===== config.mk =====
export PLATFORM = sky130hd
export DESIGN_NAME = vs_rate_monitor
export DESIGN_NICKNAME = d
export VERILOG_FILES = /design/src/rtl/vs_rate_monitor.sv
export SDC_FILE = /design/constraint.sdc
export NUM_CORES = 1
export LEC_CHECK = 0
export ABC_AREA = 1
export CORE_ASPECT_RATIO = 0.75
export CORE_MARGIN = 3
export CORE_UTILIZATION = 50
export CTS_BUF_LIST = sky130_fd_sc_hd__clkbuf_16
export CTS_CLUSTER_SIZE = 30
export DETAILED_ROUTE_END_ITERATION = 7
export PLACE_DENSITY = 0.74
export SETUP_SLACK_MARGIN = 0.15
export SYNTH_ARGS = -nofsm -noshare
export SYNTH_HDL_FRONTEND = slang
export SYNTH_SLANG_ARGS = --single-unit

===== constraint.sdc =====
create_clock -name post_clk -period 7.1 [get_ports post_clk]
set_clock_uncertainty 0.1 [all_clocks]
set_input_delay 1.42 -clock post_clk [delete_from_list [all_inputs] [get_ports post_clk]]
set_output_delay 1.42 -clock post_clk [all_outputs]
set_load 0.01 [all_outputs]

===== src/rtl/vs_rate_monitor.sv =====
// Multi-channel vsync rate monitor: counts selected edges per channel over a fixed
// window of post_clk cycles and publishes saturating counts with overflow/no-signal flags.
module vs_rate_monitor #(
  parameter int unsigned CH_NUM      = 2,
  parameter int unsigned WIN_CYCLES  = 65_000_000,
  parameter int unsigned CNT_W       = 8,
  parameter int unsigned SYNC_STAGES = 2,
  parameter int unsigned EDGE_MODE   = 0,
  localparam int unsigned WIN_W      = $clog2(WIN_CYCLES)
) (
  input  logic                    post_clk,
  input  logic                    sys_rst,
  input  logic [CH_NUM-1:0]       i_vs,
  input  logic                    i_clr,
  output logic [CH_NUM*CNT_W-1:0] o_fps,
  output logic                    o_fps_vld,
  output logic [CH_NUM-1:0]       o_ovf,
  output logic [CH_NUM-1:0]       o_lost,
  output logic [WIN_W-1:0]        o_win_cnt
);

  localparam int unsigned WARM_END = SYNC_STAGES + 1;
  localparam int unsigned WARM_W   = $clog2(SYNC_STAGES + 2);

  logic [SYNC_STAGES-1:0][CH_NUM-1:0] sync_q;
  logic [CH_NUM-1:0]                  sync_out;
  logic [CH_NUM-1:0]                  prev_q;
  logic [WARM_W-1:0]                  warm_q;
  logic                               warm_done;
  logic [CH_NUM-1:0]                  edge_c;

  logic [CH_NUM-1:0][CNT_W-1:0] run_q;
  logic [CH_NUM-1:0][CNT_W-1:0] run_nxt;
  logic [CH_NUM-1:0]            ovf_q;
  logic [CH_NUM-1:0]            ovf_nxt;
  logic [CH_NUM-1:0]            lost_nxt;
  logic [CH_NUM*CNT_W-1:0]      fps_nxt;
  logic                         close_c;

  assign sync_out  = sync_q[SYNC_STAGES-1];
  assign warm_done = (warm_q == WARM_W'(WARM_END));
  assign close_c   = (o_win_cnt == WIN_W'(WIN_CYCLES - 1));

  // Input synchroniser, previous-level register and post-reset warm-up counter
  always_ff @(posedge post_clk or posedge sys_rst) begin
    if (sys_rst) begin
      sync_q <= '0;
      prev_q <= '0;
      warm_q <= '0;
    end else begin
      sync_q <= {sync_q[SYNC_STAGES-2:0], i_vs};
      prev_q <= sync_out;
      if (!warm_done) warm_q <= warm_q + WARM_W'(1);
    end
  end

  // Edge detect; masked until the pipeline holds real input samples
  always_comb begin
    edge_c = '0;
    if (warm_done) begin
      edge_c = (EDGE_MODE != 0) ? (sync_out & ~prev_q) : (~sync_out & prev_q);
    end
  end

  // Saturating per-channel increment; the result doubles as the published value at close
  always_comb begin
    run_nxt  = run_q;
    ovf_nxt  = ovf_q;
    lost_nxt = '0;
    fps_nxt  = '0;
    for (int n = 0; n < int'(CH_NUM); n++) begin
      if (edge_c[n]) begin
        if (&run_q[n]) ovf_nxt[n] = 1'b1;
        else           run_nxt[n] = run_q[n] + CNT_W'(1);
      end
      lost_nxt[n]                 = (run_nxt[n] == '0);
      fps_nxt[n*CNT_W +: CNT_W]   = run_nxt[n];
    end
  end

  // Window counter, running counts and published results; clear beats close
  always_ff @(posedge post_clk or posedge sys_rst) begin
    if (sys_rst) begin
      o_win_cnt <= '0;
      run_q     <= '0;
      ovf_q     <= '0;
      o_fps     <= '0;
      o_ovf     <= '0;
      o_lost    <= '0;
      o_fps_vld <= 1'b0;
    end else begin
      o_fps_vld <= 1'b0;
      if (i_clr) begin
        o_win_cnt <= '0;
        run_q     <= '0;
        ovf_q     <= '0;
      end else if (close_c) begin
        o_win_cnt <= '0;
        run_q     <= '0;
        ovf_q     <= '0;
        o_fps     <= fps_nxt;
        o_ovf     <= ovf_nxt;
        o_lost    <= lost_nxt;
        o_fps_vld <= 1'b1;
      end else begin
        o_win_cnt <= o_win_cnt + WIN_W'(1);
        run_q     <= run_nxt;
        ovf_q     <= ovf_nxt;
      end
    end
  end

endmodule


==> impl_metrics.py <==
metrics = {
    "layout": {
        "top_regs": "o_win_cnt: 26 flops, o_fps: 16 flops, run_q: 16 flops",
        "area_growth_pct": 22.4,
        "drive_above_1_share": 0.132,
        "largest_register_ffs": 26,
        "largest_register": "o_win_cnt",
        "diodes": 0,
        "finalInstanceArea_sq_mm": 0.00471,
        "nNetsFinal": 536,
    },
    "detailed_routing": {
        "drc": 0,
        "detail_route.iter0.violations": 255,
        "drt-wirelength-per-cell_um": 14.3,
        "totalWireLength_um": 9070,
        "viasPerCell": 5.23,
        "final_antenna_net_count": 0,
        "dr.pass1.iters": 5,
        "vias": 3304,
    },
    "setup_path": {
        "crit_arrival_ns": 3.09,
        "cp-start-kind": "input port",
        "critPathMaxFanout": 26,
        "max_stage_delay_ns": 0.81,
        "end_kind": "register",
        "cp_cell_sequence": "clkdlybuf4s50_1 > inv_1 > nand2_4 > inv_2 > o21ai_0 > a21oi_1",
        "crit_type": "in -> reg",
        "slowest_stage": "clkdlybuf4s50_1",
        "cp.required_ns": 7.20,
    },
    "global_routing": {
        "grtUsageTotal": 0.222,
        "grt_pass1_wl_um": 15300,
        "grt_pass1_vias": 3127,
        "gr-total-overflow": 0,
        "antenna_found_initial": 0,
        "grt_max_degree": 74,
    },
    "die": {
        "die_y_um": 82.0,
        "rows": 27,
        "ioPinCount": 52,
        "core-area_sq_mm": 0.00740,
        "die_x_um": 107,
        "die-area_sq_mm": 0.00880,
        "start_util": 0.521,
    },
    "clock_network": {
        "clockBufferDepth": 2,
        "cts_made_buffers": 9,
        "htree_levels": 3,
        "cts_sinks": 73,
        "tritoncts": "done",
        "clkLatencyLatePin_ns": 0.33,
        "path_clk_slew_ns": 0.06,
        "hold_buffers": 0,
        "cts_post_setup_buffers_inserted": 0,
        "ctsResizeCount": 0,
        "root_buffer": "clkbuf_16",
    },
    "sta": {
        "fmax_mhz": 335,
        "drv_slew": 0,
        "period_share": 0.421,
        "grt_setup_unrepaired": "false",
        "period_minus_slack_ns": 2.99,
        "finalSetupTns_ns": 0,
        "worst_pin_slew_ns": 0.913,
        "hold_viol_final": 0,
        "setup_viol": 0,
        "relSlewSlack": 0.391,
        "holdWs_ns": 0.251,
    },
    "power": {
        "p_total_mw": 0.926,
        "power.density_mw_per_mm2": 196,
        "ir_drop_uv": 101,
        "power_leakage_nw": 2.12,
    },
    "yosys": {
        "synth_top_family_by_area": "simple AND/OR/NAND/NOR gates",
        "netlist.area_leader.share": 0.474,
        "syn_inst": 472,
        "ys_types": 35,
        "synth_edf_count": 0,
        "synth-adder-area-share": 0.0130,
        "synth-async-reset-ratio": 1.00,
        "synth.yosys.warnings": 0,
        "ys_seq_area_frac": 0.474,
        "synth-seq-cells": 73,
        "synth_compound_area_frac": 0.0663,
        "muxShareOfSynthArea": 0.00292,
        "ys.flop_type": "dfrtp_1",
        "yosys-top-cells-area": "dfrtp_1, nand2_1, nor2_1",
        "yosysTopAreaCell": "dfrtp_1",
        "syn-cell-area_sq_mm": 0.00385,
        "synthSimpleGateAreaFrac": 0.342,
        "synth-xor-area-share": 0.0312,
        "syn_avg_cell_area_sq_um": 8.16,
        "synth_fp_nets": 481,
    },
    "placement": {
        "io_buffers": 51,
        "place_area_sq_mm": 0.00443,
        "dpl.hpwl_um": 6520,
        "gp_congestion": 0.911,
    },
    "hold_path": {
        "hp-class": "reg -> reg",
    },
    "status": {
        "status": "completed",
    },
    "flow_run": {
        "drv_cap": 0,
    },
}
## metrics by stage
stage          utilization  std cells  worst slack, ns
6_report             0.637        632             4.11
5_1_grt              0.637        632             3.98
4_1_cts              0.637        632             4.16
3_5_place_dp         0.599        617             3.81
3_3_place_gp         0.599        617             3.86
2_1_floorplan            -        472             3.73
## worst paths after layout
check / from / to / slack [ns] / cells after the start
min in group asynchronous: sys_rst / o_win_cnt[13]$_DFF_PP0_ / 1.56 / 3
worst max register to register: warm_q[0]$_DFFE_PP0P_ / o_lost[0]$_DFFE_PP0P_ / 4.96 / 9
worst max-delay path: i_clr / o_win_cnt[12]$_DFF_PP0_ / 4.11 / 6
worst min-delay path: sync_q[1]$_DFF_PP0_ / sync_out[1]$_DFF_PP0_ / 0.25 / 0
max in group asynchronous: sys_rst / run_q[8]$_DFF_PP0_ / 4.73 / 3
worst min register to register: sync_q[1]$_DFF_PP0_ / sync_out[1]$_DFF_PP0_ / 0.25 / 0
## power breakdown
group / total [mW] / internal, mW / switching (mW)
sequential: 0.432 / 0.425 / 0.00709
clock: 0.440 / 0.268 / 0.172
combinational: 0.0538 / 0.0212 / 0.0326
total: 0.926 / 0.714 / 0.212
## per-layer routing
metal,up-vias,track usage,routed length (um)
li1,1608,-,-
met1,1587,0.322,4450
met2,103,0.345,4050
met3,6,0.0471,497
met4,0,0.0467,70
met5,-,0,0
## synth_stat cells, types with 3 or more instances
library cell	number
nor3_1	11
inv_1	47
xor2_1	5
nor4_1	4
o21ai_1	3
buf_6	4
nor2_4	7
a21oi_1	9
o21ai_2	16
nand4_1	9
nand2_2	8
nand2_1	120
ha_1	4
nor2_1	70
buf_2	3
inv_2	6
nand2_4	3
xnor2_1	5
dfrtp_1	73
o21ai_0	7
nor2_2	6
nand3_1	35
## kinds of logic (layout without fill, tap and decap cells)
group           count (synthesis)  after routing
compound gates                 38             38
xor+xnor                       12             12
fa+ha+maj                       4              4
buf+inv                        62            121
flops                          73             73
mux                             1              1
simple gates                  282            282
## placed cells by master, fill, tap and decap left out, types with 2 or more instances in the layout
cell	count
a21oi_1	9
a31oi_1	2
and2_1	2
clkbuf_16	9
clkdlybuf4s50_1	51
clkinv_2	2
dfrtp_1	73
ha_1	4
inv_1	46
inv_2	7
nand2_1	120
nand2_2	8
nand2_4	3
nand3_1	35
nand3b_1	2
nand4_1	9
nor2_1	70
nor2_2	6
nor2_4	7
nor3_1	11
nor4_1	4
o21ai_0	7
o21ai_1	3
o21ai_2	16
xnor2_1	5
xor2_1	5
xor2_2	2
## critical path: cells and delay by family
family | cells | cell delay, ns
AO/OA/AOI/OAI | 2 | 0.18
AND/OR/NAND/NOR | 1 | 0.30
buffers and inverters | 3 | 1.17
## area by class of cell
cell class                      count  area, sq um
Timing Repair Buffer               52          518
Tap cell                          101          126
Clock inverter                      6         60.1
Multi-Input combinational cell    337         1750
Clock buffer                        9          225
Fill cell                         633         2680
Sequential cell                    73         1830
Inverter                           54          205
Note: power is estimated with default switching activity, not from simulation.
